<file path="src/rtl/icache_pkg.sv">
// Shared definitions for the instruction-cache refill sequencer: refill FSM
// state encoding, block offset width and default interface widths.
package icache_pkg;

  localparam int ICACHE_ADDR_W         = 64;
  localparam int ICACHE_BLOCK_W        = 512;
  localparam int ICACHE_MEM_DATA_W     = 64;
  localparam int ICACHE_TIMEOUT_CYCLES = 1024;
  localparam int BLOCK_OFFSET_W        = 6;

  typedef enum logic [1:0] {
    IDLE,
    REQ,
    FILL,
    WRITE
  } icache_refill_state_t;

endpackage

</file>
<file path="src/rtl/icache_refill_ctrl.sv">
// Instruction-cache miss sequencer: stalls fetch, requests the missing block,
// assembles it from memory beats and writes it into the cache with a one-cycle strobe.
// Optional refill watchdog: define ICACHE_REFILL_TIMEOUT_EN.
module icache_refill_ctrl
  import icache_pkg::*;
#(
  parameter int ADDR_WIDTH     = ICACHE_ADDR_W,
  parameter int BLOCK_WIDTH    = ICACHE_BLOCK_W,
  parameter int MEM_DATA_W     = ICACHE_MEM_DATA_W,
  parameter int TIMEOUT_CYCLES = ICACHE_TIMEOUT_CYCLES
) (
  input  logic                   clk,
  input  logic                   arstn,
  input  logic                   i_fetch_req,
  input  logic [ADDR_WIDTH-1:0]  i_instr_addr,
  input  logic                   i_hit,
  input  logic                   i_instr_addr_ma,
  output logic                   o_stall,
  output logic [ADDR_WIDTH-1:0]  o_cache_addr,
  output logic                   o_cache_write_en,
  output logic [BLOCK_WIDTH-1:0] o_cache_block,
  output logic                   o_mem_req,
  output logic [ADDR_WIDTH-1:0]  o_mem_addr,
  input  logic                   i_mem_req_ready,
  input  logic                   i_mem_data_valid,
  input  logic [MEM_DATA_W-1:0]  i_mem_data,
  output logic                   o_bus_err
);

  localparam int                BEAT_COUNT = BLOCK_WIDTH / MEM_DATA_W;
  localparam int                BEAT_W     = $clog2(BEAT_COUNT);
  localparam logic [BEAT_W-1:0] LAST_BEAT  = BEAT_W'(BEAT_COUNT - 1);

  icache_refill_state_t   state;
  logic [BEAT_W-1:0]      beat_cnt;
  logic [ADDR_WIDTH-1:0]  miss_addr;
  logic [BLOCK_WIDTH-1:0] buffer;
  logic                   miss;
  logic                   timeout;

  // Misaligned fetches are the pipeline's exception, never a refill.
  assign miss = i_fetch_req & ~i_hit & ~i_instr_addr_ma;

  // The fetch stall must rise in the miss cycle itself, so it is decoded, not registered.
  assign o_stall       = arstn & ((state != IDLE) | miss);
  assign o_cache_addr  = (arstn && state != IDLE) ? miss_addr : i_instr_addr;
  assign o_mem_addr    = miss_addr;
  assign o_cache_block = buffer;

`ifdef ICACHE_REFILL_TIMEOUT_EN
  localparam int WD_W = $clog2(TIMEOUT_CYCLES);

  logic [WD_W-1:0] wd_cnt;
  logic            busy;
  logic            accepted;

  assign busy     = (state == REQ) || (state == FILL);
  assign accepted = ((state == REQ) && i_mem_req_ready) ||
                    ((state == FILL) && i_mem_data_valid);
  // Expiry wins over a handshake in the same cycle, so the error pulse always aborts.
  assign timeout   = busy && (wd_cnt == WD_W'(TIMEOUT_CYCLES - 1));
  assign o_bus_err = timeout;

  always_ff @(posedge clk) begin
    if (!arstn || !busy || accepted || timeout) wd_cnt <= '0;
    else                                        wd_cnt <= wd_cnt + 1'b1;
  end
`else
  logic unused_timeout_cfg;

  assign timeout            = 1'b0;
  assign o_bus_err          = 1'b0;
  assign unused_timeout_cfg = (TIMEOUT_CYCLES == 0);
`endif

  always_ff @(posedge clk) begin
    if (!arstn) begin
      state            <= IDLE;
      beat_cnt         <= '0;
      miss_addr        <= '0;
      // NOTE: the block buffer is driven straight onto o_cache_block, so it is
      // cleared on reset like any other visible output rather than left unknown.
      buffer           <= '0;
      o_mem_req        <= 1'b0;
      o_cache_write_en <= 1'b0;
    end else begin
      o_cache_write_en <= 1'b0;
      case (state)
        IDLE: begin
          if (miss) begin
            miss_addr <= {i_instr_addr[ADDR_WIDTH-1:BLOCK_OFFSET_W], {BLOCK_OFFSET_W{1'b0}}};
            o_mem_req <= 1'b1;
            state     <= REQ;
          end
        end
        REQ: begin
          if (timeout) begin
            o_mem_req <= 1'b0;
            state     <= IDLE;
          end else if (i_mem_req_ready) begin
            o_mem_req <= 1'b0;
            beat_cnt  <= '0;
            state     <= FILL;
          end
        end
        FILL: begin
          if (timeout) begin
            state <= IDLE;
          end else if (i_mem_data_valid) begin
            buffer[beat_cnt*MEM_DATA_W +: MEM_DATA_W] <= i_mem_data;
            // The counter stops on the last beat instead of wrapping.
            if (beat_cnt == LAST_BEAT) begin
              o_cache_write_en <= 1'b1;
              state            <= WRITE;
            end else begin
              beat_cnt <= beat_cnt + 1'b1;
            end
          end
        end
        WRITE:   state <= IDLE;
        default: state <= IDLE;
      endcase
    end
  end

endmodule

</file>
<file path="config.mk">
export PLATFORM = sky130hd
export DESIGN_NAME = icache_refill_ctrl
export DESIGN_NICKNAME = d
export VERILOG_FILES = /design/src/rtl/icache_pkg.sv /design/src/rtl/icache_refill_ctrl.sv
export SDC_FILE = /design/constraint.sdc
export NUM_CORES = 1
export LEC_CHECK = 0
export CAP_MARGIN = 5
export CORE_MARGIN = 1.5
export CORE_UTILIZATION = 25
export CTS_CLUSTER_SIZE = 14
export DETAILED_ROUTE_END_ITERATION = 6
export SLEW_MARGIN = 30
export SYNTH_ARGS = -nofsm -noshare
export SYNTH_HDL_FRONTEND = slang
export SYNTH_SLANG_ARGS = --single-unit
</file>
<file path="constraint.sdc">
create_clock -name clk -period 3.7 [get_ports clk]
set_clock_uncertainty 0.1 [all_clocks]
set_input_delay 0.925 -clock clk [delete_from_list [all_inputs] [get_ports clk]]
set_output_delay 0.925 -clock clk [all_outputs]
set_load 0.1 [all_outputs]
</file>
==> metrics.txt, run 1 <==
CTS clk-pin slew, worst paths 0.06 ns; CP Depth 5; Peak VDD IR 0.000390 V; CTS resizes 0; DP Area 31300 sq um; critical path type primary input to primary output; Min Clock Period, post-route 3.55 ns; root buffer cell clkbuf_16; DRC Markers 0; global route hottest layer met2; syn_area_per_cell approximately 9.6 sq um; fraction of layout cells with a size suffix above 1 0.263; Initial Util 0.253; H-tree levels 3; Total Wirelength 95900 um; RSZ-0062 raised after global routing false; # placed instances 4221; simple-gate share of the synthesized area 0.157; crit path buf inv count 2; Worst Hold Class flop to flop; Avg Vias per Cell ~4.7; commonest non-fill, non-tap cell in the layout nand2_1; Max-slew headroom 0.351; Cell Area, Synth 23100 sq um; Leak Pwr 14.0 nW; switching portion of total power 0.324; CP max FO 2; fin cells roughly 4300; clock sinks approximately 580; CP Data Required Time 2.67 ns; Post-CTS Setup Bufs 0; hold buffers post-CTS 0; critical-path cell list clkdlybuf4s50_1, or3b_2, nand2_1, and2_1, buf_12; post-DP HPWL about 67000 um; final setup violating endpoints 0; nature of the critical path startpoint primary input; Avg WL per Cell around 22 um; Placer Congestion 0.783; compound-gate portion of the synthesized area 0.0657; hold depth 2; Gate power share 0.222; Layout area overhead 45.5%; initial antenna violation count 5; crit-path leading delay family simple AND/OR/NAND/NOR gates; I/O pin count between 700 and 800; GR met3 Demand/Resource 0.0606; critical path arrival approximately 2.5 ns; Post-synth EDFFs 0; final-report max-slew violation count 0; CTS tree yes; fmax 0.282 GHz; Tcrit/Tclk final 0.959; vias in the first global route about 20000; async set-reset flop share out of synthesis 0; Port Buffers just under 800; GR Overflow Total 0; fin area between 30000 and 40000 sq um; Synth Warn # 0; largest family of logic cells by synthesized area multiplexers; post-synthesis mux area share 0.224; Die X-Extent 307 um; sequential group share of total power 0.373; Post-layout nets roughly 3300; clock tree buffer depth 3; Synth Instances about 2400; first-pass GRT wire length ~140000 um; Power Density slightly above 500 nW/um^2; max incr delay on CP 0.53 ns; Core Area roughly 92000 sq um; internal power 0.0115 W; Yosys reg bits 577; status finished, final reports clean; Final Hold Vio Count 0; r2r worst-path depth 8; Slew @ Worst Pin roughly 0.97 ns; Worst setup EP type primary output; Most used DFF post-synth dfxtp_1; largest net degree at the start of global routing around 210; xor/xnor share of the synthesized area 0; Max-Cap Viols 0; Die Span Y roughly 310 um; DR pass1 iterations 6; via count 20300; Iter 0 DRT Violations between 1000 and 1500; overall routing resource usage 0.195; met1 Use GR 0.231; Unique masters post-synth 42; cts bufs inserted 70; Sw Pwr between 0.005 and 0.006 W; DRT antenna net count 0; die area 94400 sq um; Adder-Cell Fraction of Synth Area 0.00595; worst-skew pair later-pin latency between 0.6 and 0.7 ns; final setup TNS 0 ns; most frequent cells in the layout nand2_1 (789), dfxtp_1 (577), buf_4 (564), mux2i_1 (453), clkdlybuf4s50_1 (176); met2 usage 0.324; sequential element share of the synthesized area 0.499; clock group share of total power 0.406; Worst path slowest cell or3b_2; num rows 111
==> synth_stat cells, types with 2 or more instances <==
library cell	count	area, sq um
buf_1	7	26.3
a21boi_0	58	435
mux2i_1	453	4530
or2_2	2	12.5
mux2_2	58	653
nor2_2	3	18.8
nand3b_1	2	15.0
nor4bb_1	3	30.0
buf_2	66	330
nand2_1	789	2960
dfxtp_1	577	11600
buf_6	2	22.5
ha_1	11	138
o311ai_0	64	561
or3_1	4	25.0
o31ai_1	64	480
buf_4	8	60.1
inv_1	7	26.3
nand3_1	82	410
dlygate4sd1_1	7	61.3
buf_12	7	140
and2_1	7	43.8
o21ai_0	2	10.0
nand2b_1	2	12.5
nor3_1	2	10.0
clkbuf_1	119	447
==> cell families (layout without fill, tap and decap cells) <==
family / Yosys count / in the layout
mux: 511 / 511
buf+inv: 223 / 952
fa+ha+maj: 11 / 11
compound gates: 192 / 192
flops: 577 / 577
other cells: 1 / 9
simple gates: 907 / 907
==> worst paths after layout <==
| path | end | slack, ns | start |
|---|---|---|---|
| min reg2reg | o_cache_block[346] | 0.35 | o_cache_block[346] |
| min | o_cache_block[346] | 0.35 | o_cache_block[346] |
| max | o_stall | 0.15 | i_fetch_req |
| max reg2reg | o_cache_block[188] | 0.80 | beat_cnt[1] |
==> worst register-to-register path: cells and delay by family, from the launching register on <==
kind	cells	cell delay, ns
DFF	1	0.48
muxes	1	0.31
adders and majority gates	2	0.71
AOI/OAI and AO/OA	1	0.15
buffers and inverters	3	0.92
and+or+nand+nor	1	0.15
==> through the flow <==
stage | hold WS (ns) | worst slack, ns | utilization | power (W)
final | 0.353 | 0.153 | 0.367 | 0.0171
after global routing | 0.366 | 0.0932 | 0.367 | 0.0176
after CTS | 0.357 | 0.122 | 0.366 | 0.0173
after detailed placement | 0.346 | 0.123 | 0.342 | 0.0103
after global placement | 0.342 | 0.121 | 0.342 | 0.0103
after floorplan | 0.351 | 0.123 | - | 0.00895
==> flip-flops by register name, indices dropped and copies added (netlist names) <==
register          flops
o_mem_addr           58
beat_cnt              3
state                 2
o_mem_req             1
o_cache_write_en      1
o_cache_block       512
==> power by group through the flow <==
stage                     combinational, W  sequential (W)  clock, W
after detailed placement           0.00379         0.00650         0
after CTS                          0.00380         0.00637   0.00711
final                              0.00378         0.00637   0.00693
after global placement             0.00379         0.00650         0
after global routing               0.00390         0.00637   0.00735
after floorplan                    0.00187         0.00708         0
==> metal layers <==
metal  routed length [um]  vias up
met5                   12        -
met3                 7610      174
met2                45000      739
li1                     -     9606
met4                 4200        2
met1                39100     9807
==> area by class of cell <==
cell class                      instances  area [sq um]
Clock buffer                          101          2020
Tap cell                             1186          1480
Timing Repair Buffer                  826          7730
Sequential cell                       577         11600
Multi-Input combinational cell       1628         10600
Inverter                                7          26.3
Antenna cell                            2          5.00
Fill cell                            9268         58000
Clock inverter                         18           226
No activity file was read; power rests on OpenSTA's default activity.
==> run 2, diff against run 1 <==
GPL_TIMING_DRIVEN = 0   (was not set)
PLACE_DENSITY_LB_ADDON = 0.25   (was not set)
==> run 2 against run 1 <==
Sequential share of layout area hardly changed. Cell area hardly changed. Combinational power is 11% lower. Final cell count is 3.8% higher. Global-route usage is 3.3 points higher. Register-to-register slack worse by 0.54 ns. Largest power group unchanged. Highest routed layer is now met4.
==> metrics.txt, run 2 (synthesized netlist as in run 1, its figures left out) <==
status finished, final reports clean; CP Data Required Time 2.67 ns; via count between 20000 and 25000; hold buffers post-CTS 0; DP Area ~32000 sq um; dpl ws -1.15 ns; Worst setup EP type primary output; Total Wirelength 112000 um; Peak VDD IR ~0.00044 V; CTS tree yes; fraction of layout cells with a size suffix above 1 0.154; H-tree levels 3; cts bufs inserted 71; Die Span Y about 310 um; I/O pin count between 700 and 800; final setup violating endpoints 0; most frequent cells in the layout nand2_1 (789), dfxtp_1 (577), clkdlybuf4s50_1 (537), mux2i_1 (453), buf_2 (291); root buffer cell clkbuf_16; CTS clk-pin slew, worst paths approximately 0.060 ns; GR Overflow Total 0; top layer in use met4; nature of the critical path startpoint flop; DR pass1 iterations 5; Power Density just under 500 nW/um^2; Min Clock Period, post-route 3.56 ns; Placer Congestion between 0.8 and 0.9; Max-slew headroom 0.301; Finished Core Util 0.367; CP max FO 10; clock tree buffer depth 3; DRT antenna net count 0; clock sinks 577; Max-Cap Viols 0; internal reg-to-reg setup slack ~0.26 ns; fmax between 0.2 and 0.3 GHz; fin area roughly 34000 sq um; Met1 Wirelength approximately 46000 um; post-DP HPWL 84700 um; worst setup margin between 0.1 and 0.15 ns; Worst Hold Class flop to flop; # fillers roughly 9400; overall routing resource usage 0.228; Final Hold Vio Count 0; Iter 0 DRT Violations around 1200; Avg Vias per Cell ~4.7; first-pass GRT wire length about 160000 um; largest net degree at the start of global routing 20; Largest register FFs a little over 500; num rows around 110; commonest non-fill, non-tap cell in the layout nand2_1; Die X-Extent between 300 and 400 um; Initial Util 0.253; Leak Pwr 13.2 nW; Layout area overhead 45.5%; hold slack roughly 0.35 ns; final-report max-slew violation count 0; Core Area between 90000 and 100000 sq um; WL met2 about 54000 um; worst-skew pair later-pin latency approximately 0.61 ns; final setup TNS 0 ns; vias in the first global route 21000; initial antenna violation count 6; Tcrit/Tclk final 0.963; critical path arrival between 2 and 3 ns; Avg WL per Cell approximately 25 um; Slew @ Worst Pin roughly 1.0 ns; critical path type flop to primary output; Post-layout nets ~3400; die area around 94000 sq um; metal3 WL between 8000 and 9000 um; DRC Markers 0; Port Buffers between 700 and 800; RSZ-0062 raised after global routing false
[run 2: final timing paths]
check               startpoint  depth (start not counted)                 end
min reg2reg  o_cache_block[96]                          2   o_cache_block[96]
max                   state[0]                          6    o_cache_addr[41]
min          o_cache_block[96]                          2   o_cache_block[96]
max reg2reg        beat_cnt[0]                         10  o_cache_block[317]
[run 2: through the flow]
step / total power (W) / instances
global placement: 0.0100 / 4384
global route: 0.0172 / 4508
finish: 0.0166 / 4509
detailed placement: 0.00998 / 4387
CTS: 0.0168 / 4508
floorplan: 0.00895 / 2428
[run 2: metal layers]
layer	vias to the layer above	GRT usage
met1	10200	0.274
met4	0	0.0739
met3	141	0.0659
met5	-	0
li1	9938	-
met2	724	0.390
[run 2: critical path: stages (launching register included)]
cell and delay, ns:
dfxtp_1 0.32, inv_1 0.11, ha_2 0.27, nand2b_4 0.25
buf_2 0.30, mux2_2 0.38, buf_2 0.29
[run 2: power breakdown]
group | switching (W) | internal [W]
registers | 0.0000602 | 0.00631
clock network | 0.00285 | 0.00405
logic | 0.00262 | 0.000727
[run 2: what timing repair did]
action / CTS / global route
pin swaps: 2 / 0
gates cloned: 0 / 0
setup endpoints to repair: 265 / 60
setup buffers: 5 / 0
resized for setup: 306 / 15
[run 2: final cells by class]
cell class	instances	area [sq um]	share of cell area
diodes	1	2.50	0.0000743
inverters	7	26.3	0.000780
multi-input cells	1628	10500	0.313
plain buffers	214	1120	0.0332
flip-flops and latches	577	11600	0.343
well taps	1186	1480	0.0441
repair buffers	778	6710	0.199
clock inverters	12	144	0.00427
clock buffers	106	2100	0.0624
==> run 3, diff against run 2 <==
PLACE_DENSITY = 0.54   (was not set)
PLACE_DENSITY_LB_ADDON = not set   (was 0.25)
==> run 3 against run 2 <==
Maximum frequency hardly changed. First-iteration DRC count fell by 5.8%. Worst setup slack improved by 0.00059 ns. Flip-flop and latch count stayed put. Critical path depth fell by 1. Final cell count increased by 0.35%. Critical path type is now primary input to primary output. Worst hold slack got worse by 0.0017 ns. Die area unchanged. Via count rose by 0.19%. Non-clock buffer count up 2. Routed wire length grew 0.25%.
==> metrics.txt, run 3 (synthesized netlist as in run 1, its figures left out) <==
largest net degree at the start of global routing 20; overall routing resource usage 0.229; Worst Hold Class flop to flop; initial antenna violation count 13; critical path type primary input to primary output; DRC Markers 0; critical path arrival roughly 2.5 ns; Max-slew headroom 0.296; cts bufs inserted 71; status finished, final reports clean; clock tree buffer depth 3; critical-path cell list buf_2, clkbuf_2, buf_4, and2_1, buf_4; clock group share of total power 0.418; DR pass1 iterations 5; RSZ-0062 raised after global routing false; Peak VDD IR approximately 0.00038 V; crit path buf inv count 4; Worst path slowest cell buf_4; Worst setup EP type primary output; Min Clock Period, post-route between 3 and 4 ns; CP Data Required Time about 2.7 ns; CTS clk-pin slew, worst paths 0.06 ns; Slew @ Worst Pin between 1 and 1.5 ns; Avg WL per Cell 24.7 um; hold buffers post-CTS 0; root buffer cell clkbuf_16; Layout area overhead 45.5%; Leak Pwr between 10 and 15 nW; Max-Cap Viols 0; final setup violating endpoints 0; GR Overflow Total 0; dpl ws -1.07 ns; internal power 0.0111 W; Iter 0 DRT Violations about 1100; clock sinks between 500 and 600; nature of the critical path startpoint primary input; vias in the first global route ~21000; CP most frequent cell buf_4; Avg Vias per Cell about 4.6; most frequent cells in the layout nand2_1 (789), dfxtp_1 (576), clkdlybuf4s50_1 (516), mux2i_1 (453), buf_2 (313); num rows between 100 and 150; worst setup margin roughly 0.14 ns; Power Density a little under 500 nW/um^2; crit-path leading delay family buffers and inverters; Post-layout nets around 3400; fin area about 34000 sq um; Final Hold Vio Count 0; max incr delay on CP ~0.47 ns; Die Span Y between 300 and 400 um; commonest non-fill, non-tap cell in the layout nand2_1; # placed instances 4389; sequential group share of total power 0.381; total chip power 0.0167 W; Largest register FFs between 500 and 600; CTS tree yes; post-DP HPWL ~86000 um; Finished Core Util 0.368; final-report max-slew violation count 0; Initial Util 0.253; fin cells approximately 4500; via count 21000; first-pass GRT wire length approximately 160000 um; DRT antenna net count 0; worst-skew pair later-pin latency ~0.61 ns; switching portion of total power 0.336; die area 94400 sq um; H-tree levels 3; Placer Congestion roughly 0.83; I/O pin count approximately 780; Core Area about 92000 sq um; fmax ~0.28 GHz; Port Buffers slightly below 800; Tcrit/Tclk final 0.963; CP max FO 19; DP Area ~32000 sq um; Die X-Extent around 310 um; Sw Pwr about 0.0056 W; # fillers between 9000 and 10000; Gate power share 0.201; fraction of layout cells with a size suffix above 1 0.161; Total Wirelength roughly 110000 um
[run 3: routing by layer]
layer  share of wire  up-vias  GRT usage
met1            0.40    10100      0.270
met2            0.48      752      0.389
li1                -     9988          -
met5         0.00022        -          0
met4           0.036        4     0.0824
met3           0.083      169     0.0727
[run 3: worst paths after layout]
path         slack [ns]            endpoint                from  cells after the start
min                0.35  o_cache_block[237]  o_cache_block[237]                      2
max                0.14             o_stall               arstn                      5
min reg2reg        0.35  o_cache_block[237]  o_cache_block[237]                      2
max reg2reg        0.35  o_cache_block[281]         beat_cnt[0]                     10
[run 3: final cells by class]
class / count / area [sq um] / area share
antenna: 7 / 17.5 / 0.000520
buffer: 214 / 1110 / 0.0329
clock buffer: 108 / 2050 / 0.0608
clock inverter: 18 / 248 / 0.00735
inverter: 7 / 26.3 / 0.000780
multi-input combinational: 1628 / 10500 / 0.313
sequential: 577 / 11600 / 0.343
tap: 1186 / 1480 / 0.0440
timing repair buffer: 780 / 6670 / 0.198
[run 3: worst min-delay path, cell delays in order (launching register included)]
cell and delay, ns:
dfxtp_1 0.30, nand2_1 0.05, mux2i_1 0.05
[run 3: metrics by stage]
step	setup TNS (ns)	hold WS [ns]
CTS	0	0.354
detailed placement	-67.70	0.346
global route	0	0.366
finish	0	0.352
global placement	-198.59	0.342
floorplan	0	0.351
[run 3: power by group through the flow]
stage               combinational [W]  clock [W]  sequential (W)
floorplan                     0.00187          0         0.00708
finish                        0.00335    0.00698         0.00637
global placement              0.00353          0         0.00650
CTS                           0.00339    0.00715         0.00636
global route                  0.00347    0.00741         0.00637
detailed placement            0.00349          0         0.00650
[run 3: repair_timing]
action | CTS | global route
pin swaps | 2 | 0
setup buffers | 5 | 0
endpoints found under the setup margin | 199 | 34
resized for setup | 309 | 14
